File: src/rtl/minterm_eval_pkg.sv
// Shared types and width helpers for the minterm_eval block.
package minterm_eval_pkg;

    typedef enum logic {IDLE, SWEEP} state_t;

    function automatic int unsigned mask_width(input int unsigned n);
        return 32'd1 << n;
    endfunction

    function automatic int unsigned count_width(input int unsigned n);
        return n + 32'd1;
    endfunction

endpackage

File: src/rtl/minterm_eval_if.sv
// Control/result bundle for minterm_eval. MINTERM_EVAL_POS_EN adds pos_mode.
interface minterm_eval_if #(parameter int N_IN = 3);
    import minterm_eval_pkg::*;

    localparam int MW = int'(mask_width(N_IN));
    localparam int CW = int'(count_width(N_IN));

    logic          load;
    logic [MW-1:0] mask_in;
    logic          in_valid;
    logic [N_IN-1:0] in_bits;
    logic          start;
`ifdef MINTERM_EVAL_POS_EN
    logic          pos_mode;
`endif
    logic          s_out;
    logic          out_valid;
    logic [N_IN-1:0] out_idx;
    logic          busy;
    logic          done;
    logic [CW-1:0] ones_count;

    modport master (
`ifdef MINTERM_EVAL_POS_EN
        output pos_mode,
`endif
        output load, mask_in, in_valid, in_bits, start,
        input  s_out, out_valid, out_idx, busy, done, ones_count
    );

    modport slave (
`ifdef MINTERM_EVAL_POS_EN
        input  pos_mode,
`endif
        input  load, mask_in, in_valid, in_bits, start,
        output s_out, out_valid, out_idx, busy, done, ones_count
    );

endinterface

File: src/rtl/minterm_lut.sv
// Mask-indexed function lookup; pos inverts the selected bit (maxterm form).
module minterm_lut
    import minterm_eval_pkg::*;
#(
    parameter int N_IN = 3
) (
    input  logic [int'(mask_width(N_IN))-1:0] mask,
    input  logic [N_IN-1:0]                   idx,
    input  logic                              pos,
    output logic                              s
);

    always_comb begin
        s = mask[idx] ^ pos;
    end

endmodule

File: src/rtl/minterm_eval.sv
// Loadable N_IN-input minterm function with single evaluation and exhaustive sweep.
// Optional maxterm mode enabled by defining MINTERM_EVAL_POS_EN.
module minterm_eval
    import minterm_eval_pkg::*;
#(
    parameter int N_IN = 3
) (
    input logic            clk,
    input logic            rst,
    minterm_eval_if.slave  bus
);

    localparam int MW = int'(mask_width(N_IN));
    localparam int CW = int'(count_width(N_IN));

    state_t          state;
    logic [MW-1:0]   mask;
    logic [CW-1:0]   cnt;
    logic            pos_q;
    logic [N_IN-1:0] lut_idx;
    logic            lut_s;

`ifndef MINTERM_EVAL_POS_EN
    assign pos_q = 1'b0;
`endif

    // One lookup serves both paths: the sweep counter owns it while sweeping.
    always_comb begin
        lut_idx = (state == SWEEP) ? cnt[N_IN-1:0] : bus.in_bits;
    end

    minterm_lut #(.N_IN(N_IN)) u_lut (
        .mask (mask),
        .idx  (lut_idx),
        .pos  (pos_q),
        .s    (lut_s)
    );

    always_ff @(posedge clk) begin
        if (rst) begin
            state          <= IDLE;
            mask           <= '0;
            cnt            <= '0;
`ifdef MINTERM_EVAL_POS_EN
            pos_q          <= 1'b0;
`endif
            bus.s_out      <= 1'b0;
            bus.out_valid  <= 1'b0;
            bus.out_idx    <= '0;
            bus.busy       <= 1'b0;
            bus.done       <= 1'b0;
            bus.ones_count <= '0;
        end else begin
            bus.out_valid <= 1'b0;
            bus.done      <= 1'b0;
            case (state)
                IDLE: begin
                    bus.busy <= 1'b0;
                    if (bus.load) begin
                        mask  <= bus.mask_in;
`ifdef MINTERM_EVAL_POS_EN
                        pos_q <= bus.pos_mode;
`endif
                    end
                    if (bus.start) begin
                        state          <= SWEEP;
                        cnt            <= '0;
                        bus.ones_count <= '0;
                        bus.busy       <= 1'b1;
                    end else if (bus.in_valid) begin
                        bus.out_valid <= 1'b1;
                        bus.out_idx   <= bus.in_bits;
                        bus.s_out     <= lut_s;
                    end
                end
                SWEEP: begin
                    bus.out_valid  <= 1'b1;
                    bus.out_idx    <= cnt[N_IN-1:0];
                    bus.s_out      <= lut_s;
                    bus.ones_count <= bus.ones_count + CW'(lut_s);
                    cnt            <= cnt + CW'(1);
                    if (cnt == CW'(MW - 1)) begin
                        bus.done <= 1'b1;
                        state    <= IDLE;
                    end
                end
                default: state <= IDLE;
            endcase
        end
    end

endmodule

File: src/flat_wrapper.sv
// flat-port wrapper written by rule: the top's interface ports become plain ports
module minterm_eval_flat import minterm_eval_pkg::*;
#(
    parameter int N_IN = 3
)
  (clk, rst, bus_load, bus_mask_in, bus_in_valid, bus_in_bits, bus_start, bus_s_out, bus_out_valid, bus_out_idx, bus_busy, bus_done, bus_ones_count);
  minterm_eval_if #(.N_IN(N_IN)) bus_i ();
  input logic clk;
  input logic rst;
  input wire logic [$bits(bus_i.load)-1:0] bus_load;
  input wire logic [$bits(bus_i.mask_in)-1:0] bus_mask_in;
  input wire logic [$bits(bus_i.in_valid)-1:0] bus_in_valid;
  input wire logic [$bits(bus_i.in_bits)-1:0] bus_in_bits;
  input wire logic [$bits(bus_i.start)-1:0] bus_start;
  output wire logic [$bits(bus_i.s_out)-1:0] bus_s_out;
  output wire logic [$bits(bus_i.out_valid)-1:0] bus_out_valid;
  output wire logic [$bits(bus_i.out_idx)-1:0] bus_out_idx;
  output wire logic [$bits(bus_i.busy)-1:0] bus_busy;
  output wire logic [$bits(bus_i.done)-1:0] bus_done;
  output wire logic [$bits(bus_i.ones_count)-1:0] bus_ones_count;
  assign bus_i.load = bus_load;
  assign bus_i.mask_in = bus_mask_in;
  assign bus_i.in_valid = bus_in_valid;
  assign bus_i.in_bits = bus_in_bits;
  assign bus_i.start = bus_start;
  assign bus_s_out = bus_i.s_out;
  assign bus_out_valid = bus_i.out_valid;
  assign bus_out_idx = bus_i.out_idx;
  assign bus_busy = bus_i.busy;
  assign bus_done = bus_i.done;
  assign bus_ones_count = bus_i.ones_count;
  minterm_eval #(.N_IN(N_IN)) u_core (.clk(clk), .rst(rst), .bus(bus_i));
endmodule
File: config.mk
export PLATFORM = sky130hd
export DESIGN_NAME = minterm_eval_flat
export DESIGN_NICKNAME = d
export VERILOG_FILES = /design/src/rtl/minterm_eval_pkg.sv /design/src/rtl/minterm_eval_if.sv /design/src/rtl/minterm_lut.sv /design/src/rtl/minterm_eval.sv /design/src/flat_wrapper.sv
export SDC_FILE = /design/constraint.sdc
export NUM_CORES = 1
export LEC_CHECK = 0
export BUFFER_PORTS_ARGS = -buffer_cell sky130_fd_sc_hd__buf_2
export CORE_MARGIN = 2
export CORE_UTILIZATION = 42
export DETAILED_ROUTE_END_ITERATION = 7
export GPL_TIMING_DRIVEN = 1
export HOLD_SLACK_MARGIN = 0.1
export PLACE_DENSITY = 0.77
export SLEW_MARGIN = 20
export SYNTH_ARGS = -nofsm -noshare
export SYNTH_HDL_FRONTEND = slang
export SYNTH_SLANG_ARGS = --single-unit
File: constraint.sdc
create_clock -name clk -period 3.25 [get_ports clk]
set_input_delay 0.325 -clock clk [delete_from_list [all_inputs] [get_ports clk]]
set_output_delay 0.325 -clock clk [all_outputs]
set_load 0.05 [all_outputs]
Word-level counts from Yosys, hierarchy flattened. Cells that the tools add are included.

Register bits after elaboration: 24. Bits of input ports: 16. Output and inout bits: 11.

$add $sub $neg: 2. Order comparisons: 1. Equality and inequality tests: 4. Muxes and demuxes: 19. Bitwise operators: 1. Reductions and logical operators: 3.

Operators with widths (count): $pmux 4 s2 (2); $mux 3 (3); $mux 1 (8); $ne 2x2->1 const B (3); $pmux 1 s2 (3); $pmux 3 s2 (1); $add 4x1->4 (1); $add 4x1->4 const B (1); $eq 4x3->1 const B (1); $lt 3x4->1 const B (1); $mux 4 (1); $reduce_and 2->1 (2); $bmux 1 s3 (1); $reduce_or 2->1 (1); $not 1->1 (1).

Depth between registers and ports, before layout. Gate-level depths: netlist of run 1.

Depth after elaboration: 6. Gate-level depth with buffers: 11. Mapped depth without buffers: 10.

By module. A second synthesis of run 1 with hierarchy kept.

Cell total of the unflattened synthesis: 107. Area, all modules: 1134.8 um2.

By module, submodules not included: minterm_eval (instances 1, cells each 100, area an instance 1058.5 um2, seq. area each 480.5 um2); minterm_lut (instances 1, cells each 7, area an instance 76.3 um2, seq. area each 0.0 um2).

Worst setup path after synthesis of run 1. Ideal clock, no wire load.

Kind: reg2reg. Start point: reg u_core.cnt[0]. End point: reg u_core.bus.ones_count[1]. Library setup time: 0.128 ns. Arrival: 1.844 ns. Data required time: 3.122 ns. Slack: 1.278 ns. Cell stages (with the launch flop): 11. Clock period less this slack: 1.972 ns. Path through: dfxtp_1 > buf_6 > nand2_2 > a32oi_2 > o22ai_1 > or3_1 > nand2_1 > ha_1 > ha_1 > a22oi_1 > nor2_1.

Word-level cells in the longest chain between the ends: 5.

Ends and longest elaborated chain: from (decl) (line minterm_eval.sv:18) `logic [CW-1:0] cnt;`; from (signal assigned) (line minterm_eval.sv:81) `cnt <= cnt + CW'(1);`; $mux 3 (line minterm_eval.sv:29) `lut_idx = (state == SWEEP) ? cnt[N_IN-1:0] : bus.in_bits;`; $bmux 1 s3 (line minterm_lut.sv:14) `s = mask[idx] ^ pos;`; $mux 1 (not written as such) (line minterm_lut.sv:14); net u_core.lut_s (line minterm_eval.sv:21) `logic lut_s;`; $add 4x1->4 (line minterm_eval.sv:80) `bus.ones_count <= bus.ones_count + CW'(lut_s);`; $pmux 4 s2 (line minterm_eval.sv:56) `case (state)`; to (signal assigned) (line minterm_eval.sv:80); to (decl) (line minterm_eval_if.sv:36) `output s_out, out_valid, out_idx, busy, done, ones_count`.

The timed path passes the listed nets, and every way through them passes these cells. The select of a mux whose other input is x is not followed. A chain may end at the register's enable or synchronous reset.

Final worst setup path of run 1.
Start point: reg u_core.state. End point: reg u_core.bus.ones_count[1].

Word-level cells in the longest chain between the ends: 5. Elaborated cells between the ends (all ways): 7. Classes of those cells: add/sub: 1; eq/ne: 1; mux: 4; bitwise: 1.

Ends and longest elaborated chain: from (decl) (line minterm_eval.sv:16) `state_t state;`; from (signal assigned) (line minterm_eval.sv:41) `state <= IDLE;`; from (signal assigned) (line minterm_eval.sv:66) `state <= SWEEP;`; from (signal assigned) (line minterm_eval.sv:84) `state <= IDLE;`; $mux 3 (line minterm_eval.sv:29); $bmux 1 s3 (line minterm_lut.sv:14); $mux 1 (not written as such) (line minterm_lut.sv:14); net u_core.lut_s (line minterm_eval.sv:21); $add 4x1->4 (line minterm_eval.sv:80); $pmux 4 s2 (line minterm_eval.sv:56).

The timed path passes the listed nets, and every way through them passes these cells. The select of a mux whose other input is x is not followed.

==> results.yml, run 1 <==
run_status:
  status: "complete, no violations"
power:
  leakage_uw: 0.000563
  p_comb_share_pct: 16.7
  p_total_uw: 640
  seqPwrFrac_pct: 50.5
  power_density_nw_per_um2: 501
  switching_share_pct: 26.1
  p_sw_uw: 167
  p_int_uw: 473
  ir_drop_mv: 0.324
  pwr-share-clk_pct: 32.8
clocking:
  numCtsBuffers: 3
  cts.hold.buffers_added: 0
  clk_latency_ps: 310
  post_cts_resized: 0
  cts.clk_slew.worst_paths_ps: 130
  cts_setup_buffers: 0
  htree_num_levels: 1
  root_buffer: "clkbuf_4"
  ctsLongestPathBuffers: 2
  clock-sinks: 24
  cts_tree: "yes"
floorplanning:
  die_h_um: 54.9
  die_x_um: 54.9
  rows: 18
  coreArea_sq_um: 2480
  start_util_pct: 44.0
  ios: 27
  dieArea_sq_um: 3020
global_routing:
  top_usage_layer: "met2"
  grt_pass1_vias: 889
  grtUsageTotal_pct: 17.7
  grt_overflow_total: 0
  antenna_found_initial: 0
  grt_max_degree: 25
  grt_use_met3_pct: 2.96
  use_met1_pct: 21.9
  grt_pass1_wl_mm: 3.82
  use_met2_pct: 30.2
place:
  placed_area_sq_um: 1220
  dp_slack_ps: 997
  dp_hpwl_mm: 1.80
  place.gp.congestion: 0.890
  io_buffer_count: 26
  dp_cells: 170
synthesis:
  netlist_instances: 120
  synth-seq-cells: 24
  syn_nets: 139
  yosysUniqueCellTypes: 34
  synth_seq_area_share_pct: 44.1
  syn_avg_cell_area_sq_um: 9.08
  synth-warning-count: 0
  synth_area_sq_um: 1090
sta:
  fin_crit_sh_pct: 71.1
  slew_headroom_pct: 42.1
  hold_viol: 0
  max_freq_mhz: 433
  finalSetupViolations: 0
  period_needed_ps: 2310
  fin_skew_ps: 13.2
  grt_setup_unrepaired: "no"
  tightest_slew_ps: 866
  slew_viol_final: 0
  finalWorstSetupSlack_ps: 939
  fin_tns_setup_ps: 0
critical_path:
  start_kind: "flip-flop"
  cp.arrival_ps: 2520
  critPathKind: "flip-flop to flip-flop"
  critPathMaxFanout: 11
  worst_ep_required_time_ps: 3460
  crit_path_end_kind: "flip-flop"
layout:
  fillers: 235
  multi_input_area_sq_um: 558
  nets: 164
  regArea_sq_um: 480
  fin_area_sq_um: 1280
  area_growth_syn_to_layout_pct: 17.2
  diodes: 0
  final_cells: 174
  drive_above_1_share_pct: 24.3
job:
  drv_cap: 0
drt:
  vias: 947
  drt_iter0_markers: 13
  vias_per_cell: 5.44
  detail-route-antenna-nets: 0
  drc: 0
  drt_wl_total_mm: 2.39
  routedWlPerCell_um: 13.7
  dr.pass1.iters: 4
worst_hold_path:
  holdCritPathClass: "primary input to flip-flop"
==> power by group through the flow <==
stage                     logic, uW  clock network, uW  registers [uW]
after detailed placement        107                  0             329
after CTS                       107                214             323
final                           107                210             323
after global routing            118                228             325
after global placement          103                  0             328
after floorplan                60.4                  0             346
==> layer usage <==
layer / routed length (um) / vias to the layer above
li1: - / 475
met1: 1120 / 446
met2: 1130 / 26
met3: 133 / 0
met4: 0 / 0
met5: 0 / -
==> synthesized netlist by cell type <==
cell type	number	share of area [%]
dfxtp_1	24	44
nor2_1	23	7.9
mux2i_1	11	10
a21oi_1	10	4.6
a22oi_1	5	3.4
nand2_1	5	1.7
nor2b_1	4	2.3
a211oi_1	3	2.1
ha_1	3	3.4
inv_1	3	1.0
nor3_1	3	1.4
buf_2	2	0.92
clkbuf_1	2	0.69
nand3_1	2	0.92
a311oi_1	1	0.80
a32o_1	1	0.92
a32oi_2	1	1.5
a41oi_1	1	0.80
and2b_2	1	0.80
and4b_1	1	0.92
buf_1	1	0.34
buf_4	1	0.69
buf_6	1	1.0
mux2i_2	1	1.3
nand2_2	1	0.57
nand2b_1	1	0.57
nor3b_1	1	0.69
o21ai_0	1	0.46
o21ai_1	1	0.46
o22ai_1	1	0.57
o32ai_1	1	0.80
or3_1	1	0.57
xnor2_1	1	0.80
xor2_1	1	0.80
==> cells in the final DEF, fill, tap and decap left out <==
cell / synthesis / routed
a211oi_1: 3 / 3
a21oi_1: 10 / 10
a22oi_1: 5 / 5
a311oi_1: 1 / 1
a32o_1: 1 / 1
a32oi_2: 1 / 1
a41oi_1: 1 / 1
and2b_2: 1 / 1
and4b_1: 1 / 1
buf_2: 2 / 26
buf_4: 1 / 1
bufinv_16: 0 / 1
clkbuf_4: 0 / 3
dfxtp_1: 24 / 24
ha_1: 3 / 3
inv_1: 3 / 3
mux2i_1: 11 / 11
mux2i_2: 1 / 1
nand2_1: 5 / 5
nand2_2: 1 / 1
nand2b_1: 1 / 1
nand3_1: 2 / 2
nor2_1: 23 / 23
nor2b_1: 4 / 4
nor3_1: 3 / 3
nor3b_1: 1 / 1
o21ai_0: 1 / 1
o21ai_1: 1 / 1
o22ai_1: 1 / 1
o32ai_1: 1 / 1
or3_1: 1 / 1
xnor2_1: 1 / 1
xor2_1: 1 / 1
==> worst paths after layout <==
| kind | endpoint | cells after the start | slack (ps) | startpoint |
|---|---|---|---|---|
| max reg2reg | u_core.bus.ones_count[1]$_SDFFE_PP0P_ | 9 | 940 | u_core.state$_SDFF_PP0_ |
| max | u_core.bus.ones_count[1]$_SDFFE_PP0P_ | 9 | 940 | u_core.state$_SDFF_PP0_ |
| min | u_core.mask[2]$_SDFFE_PP0P_ | 3 | 240 | bus_mask_in[2] |
| min reg2reg | u_core.bus.out_idx[0]$_SDFFE_PP0P_ | 2 | 510 | u_core.bus.out_idx[0]$_SDFFE_PP0P_ |
==> sequential cells by signal, summed over array words and instances, names as in the netlist <==
signal,count
u_core.state,1
u_core.cnt,4
u_core.mask,8
u_core.bus.out_idx,3
u_core.bus.done,1
u_core.bus.s_out,1
u_core.bus.busy,1
u_core.bus.out_valid,1
u_core.bus.ones_count,4
==> cells by family (layout without fill, tap and decap cells) <==
logic type | after synthesis | after routing | synth area share [%]
mux | 12 | 12 | 11.4
compound gates | 26 | 26 | 16.4
buf+inv | 10 | 34 | 4.71
flops | 24 | 24 | 44.1
fa+ha+maj | 3 | 3 | 3.44
simple gates | 43 | 43 | 18.4
xor+xnor | 2 | 2 | 1.61
==> layout make-up <==
cell class / count / share of cell area, %
multi-input cells: 86 / 43.7
clock buffers: 3 / 1.76
clock inverters: 1 / 2.35
inverters: 3 / 0.881
flip-flops and latches: 24 / 37.6
well taps: 30 / 2.94
repair buffers: 27 / 10.8
==> critical path, cell delays in order (launching register included) <==
cell and delay [ps]:
dfxtp_1 580, nor2b_1 150, a32oi_2 200, o22ai_1 100
or3_1 400, nand2_1 90, ha_1 210, ha_1 250
a22oi_1 190, nor2_1 50
==> per-stage QoR <==
step / hold slack, ps / utilization (%)
6_report: 245 / 51.6
5_1_grt: 248 / 51.6
4_1_cts: 246 / 51.6
3_5_place_dp: 487 / 49.4
3_3_place_gp: 464 / 49.4
2_1_floorplan: 397 / -
Power figures use the tool's default switching activity.
==> run 2: changes to the inputs <==
Settings changed: PLACE_DENSITY 0.77 to 0.8.
Clock period 3.25 ns to 1.95 ns, I/O delays scaled along.
==> run 2 against run 1 <==
- the flow now finishes with violations (setup timing)
- hold slack worse by 130 ps
- first-iteration DRC count rose by 31%
- sequential power up 66%
- global-route usage is 0.16 points higher
- largest cell class unchanged
==> results.yml, run 2 (same netlist as run 1, synthesis figures left out) <==
run_status:
  status: "finished, violations left"
  violations: "setup timing"
layout:
  largest_register: "u_core.mask"
  diodes: 0
  nets: 174
  mostFrequentLayoutCell: "buf_2"
  reg_top3: "u_core.mask (8), u_core.bus.ones_count (4), u_core.cnt (4)"
  multi_input_area_sq_um: 672
  drive_above_1_share_pct: 41.8
  largest_reg_flops: 8
  most-common-layout-cells: "buf_2 (26), nor2_1 (23), dfxtp_1 (20), mux2i_1 (10)"
  fin_area_sq_um: 1450
  regArea_sq_um: 490
  area_growth_syn_to_layout_pct: 33.4
  fillers: 219
critical_path:
  reg2reg_depth: 12
  start_kind: "flip-flop"
  worst_ep_required_time_ps: 2200
  cp.arrival_ps: 2340
  worstReg2RegEnd: "u_core.bus.ones_count[2]$_SDFFE_PP0P_"
  crit-reg2reg-launch: "u_core.cnt[0]$_SDFFE_PP0P_"
  crit_path_end_kind: "flip-flop"
  critPathMaxFanout: 6
  crit_start: "u_core.cnt[0]$_SDFFE_PP0P_"
  critPathKind: "flip-flop to flip-flop"
  regToRegSetupSlack_ps: -140
floorplanning:
  die_x_um: 54.9
  dieArea_sq_um: 3020
  die_h_um: 54.9
  ios: 27
  start_util_pct: 44.0
  coreArea_sq_um: 2480
  rows: 18
global_routing:
  antenna_found_initial: 0
  grt_max_degree: 25
  grt_pass1_vias: 860
  grt_pass1_wl_mm: 3.86
  grtUsageTotal_pct: 17.9
  grt_overflow_total: 0
power:
  power_density_nw_per_um2: 679
  leakage_uw: 0.000620
  ir_drop_mv: 0.568
drt:
  dr.pass1.iters: 4
  drt_iter0_markers: 17
  detail-route-antenna-nets: 0
  vias: 1011
  vias_per_cell: 5.52
  drc: 0
  drt_wl_total_mm: 2.87
  routedWlPerCell_um: 15.7
clocking:
  root_buffer: "clkbuf_4"
  ctsLongestPathBuffers: 2
  clock-sinks: 24
  cts_tree: "yes"
  cts.clk_slew.worst_paths_ps: 120
  clk_latency_ps: 310
  numCtsBuffers: 3
  cts.hold.buffers_added: 0
  htree_num_levels: 1
worst_hold_path:
  min_delay_path_depth: 3
  holdCritPathClass: "primary input to flip-flop"
  holdPathEnd: "u_core.mask[0]$_SDFFE_PP0P_"
  hold_start: "bus_mask_in[0]"
sta:
  slew_headroom_pct: 61.6
  fin_crit_sh_pct: 107
  period_needed_ps: 2090
  tightest_slew_ps: 574
  hold_viol: 0
  fin_skew_ps: 2.30
  grt_setup_unrepaired: "yes"
  max_freq_mhz: 478
  finalWorstSetupSlack_ps: -140
  slew_viol_final: 0
  fin_tns_setup_ps: -324
  finalSetupViolations: 3
place:
  placed_area_sq_um: 1280
  io_buffer_count: 26
  place.gp.congestion: 0.859
  dp_hpwl_mm: 1.82
  dp_slack_ps: -173
job:
  drv_cap: 0
run 2: cell types whose count changed in the layout (fill, tap and decap cells not counted), sizes merged:
cell,previous run,this run
buf,27,37
bufinv,1,0
run 2: worst max-delay path by stage:
stage                                                 end  slack (ps)  cells past startpoint
floorplan           u_core.bus.ones_count[1]$_SDFFE_PP0P_           4                      9
global placement    u_core.bus.ones_count[1]$_SDFFE_PP0P_         -40                     10
detailed placement  u_core.bus.ones_count[1]$_SDFFE_PP0P_        -170                     10
CTS                 u_core.bus.ones_count[2]$_SDFFE_PP0P_         -90                     10
global route        u_core.bus.ones_count[2]$_SDFFE_PP0P_        -240                     12
finish              u_core.bus.ones_count[2]$_SDFFE_PP0P_        -140                     12
run 2: metal layers:
layer  track usage [%]  wire (um)  vias to the layer above
li1                  -          -                      491
met1              22.4       1250                      492
met2              29.8       1470                       24
met3              3.23        107                        4
met4              8.13         37                        0
met5                 0          0                        -
run 2: repair_timing:
action | 4_1_cts | 5_1_grt
endpoints found under the setup margin | 4 | 4
pin swaps | 8 | 3
gates resized for setup | 11 | 16
cloned | 0 | 0
setup buffers | 2 | 1
run 2: stage by stage:
step | cells | power (uW) | utilization [%] | hold WS, ps
after floorplan | 120 | 678 | - | 267
after global placement | 177 | 732 | 51.7 | 430
after detailed placement | 177 | 739 | 51.7 | 442
after CTS | 182 | 952 | 55.3 | 124
after global routing | 183 | 1030 | 58.7 | 107
final | 183 | 988 | 58.7 | 110
run 2: power breakdown:
group / switching, uW / internal [uW]
combinational: 140 / 98.0
clock: 142 / 72.4
sequential: 20.8 / 515
run 2: worst max-delay path, stage by stage, from the launching register on:
cell,delay [ps]
dfxtp_4,380
buf_4,140
mux2i_2,200
buf_4,170
nand2_1,60
a21oi_1,210
o21ai_2,110
nand2_4,100
ha_4,160
ha_4,140
xor2_2,160
a22oi_2,70
nor2_1,130
run 2: final cells by class:
class / count / share of cell area [%]
Multi-Input combinational cell: 86 / 46.2
Timing Repair Buffer: 37 / 15.1
Tap cell: 30 / 2.58
Clock buffer: 3 / 1.55
Sequential cell: 24 / 33.7
Inverter: 3 / 0.775
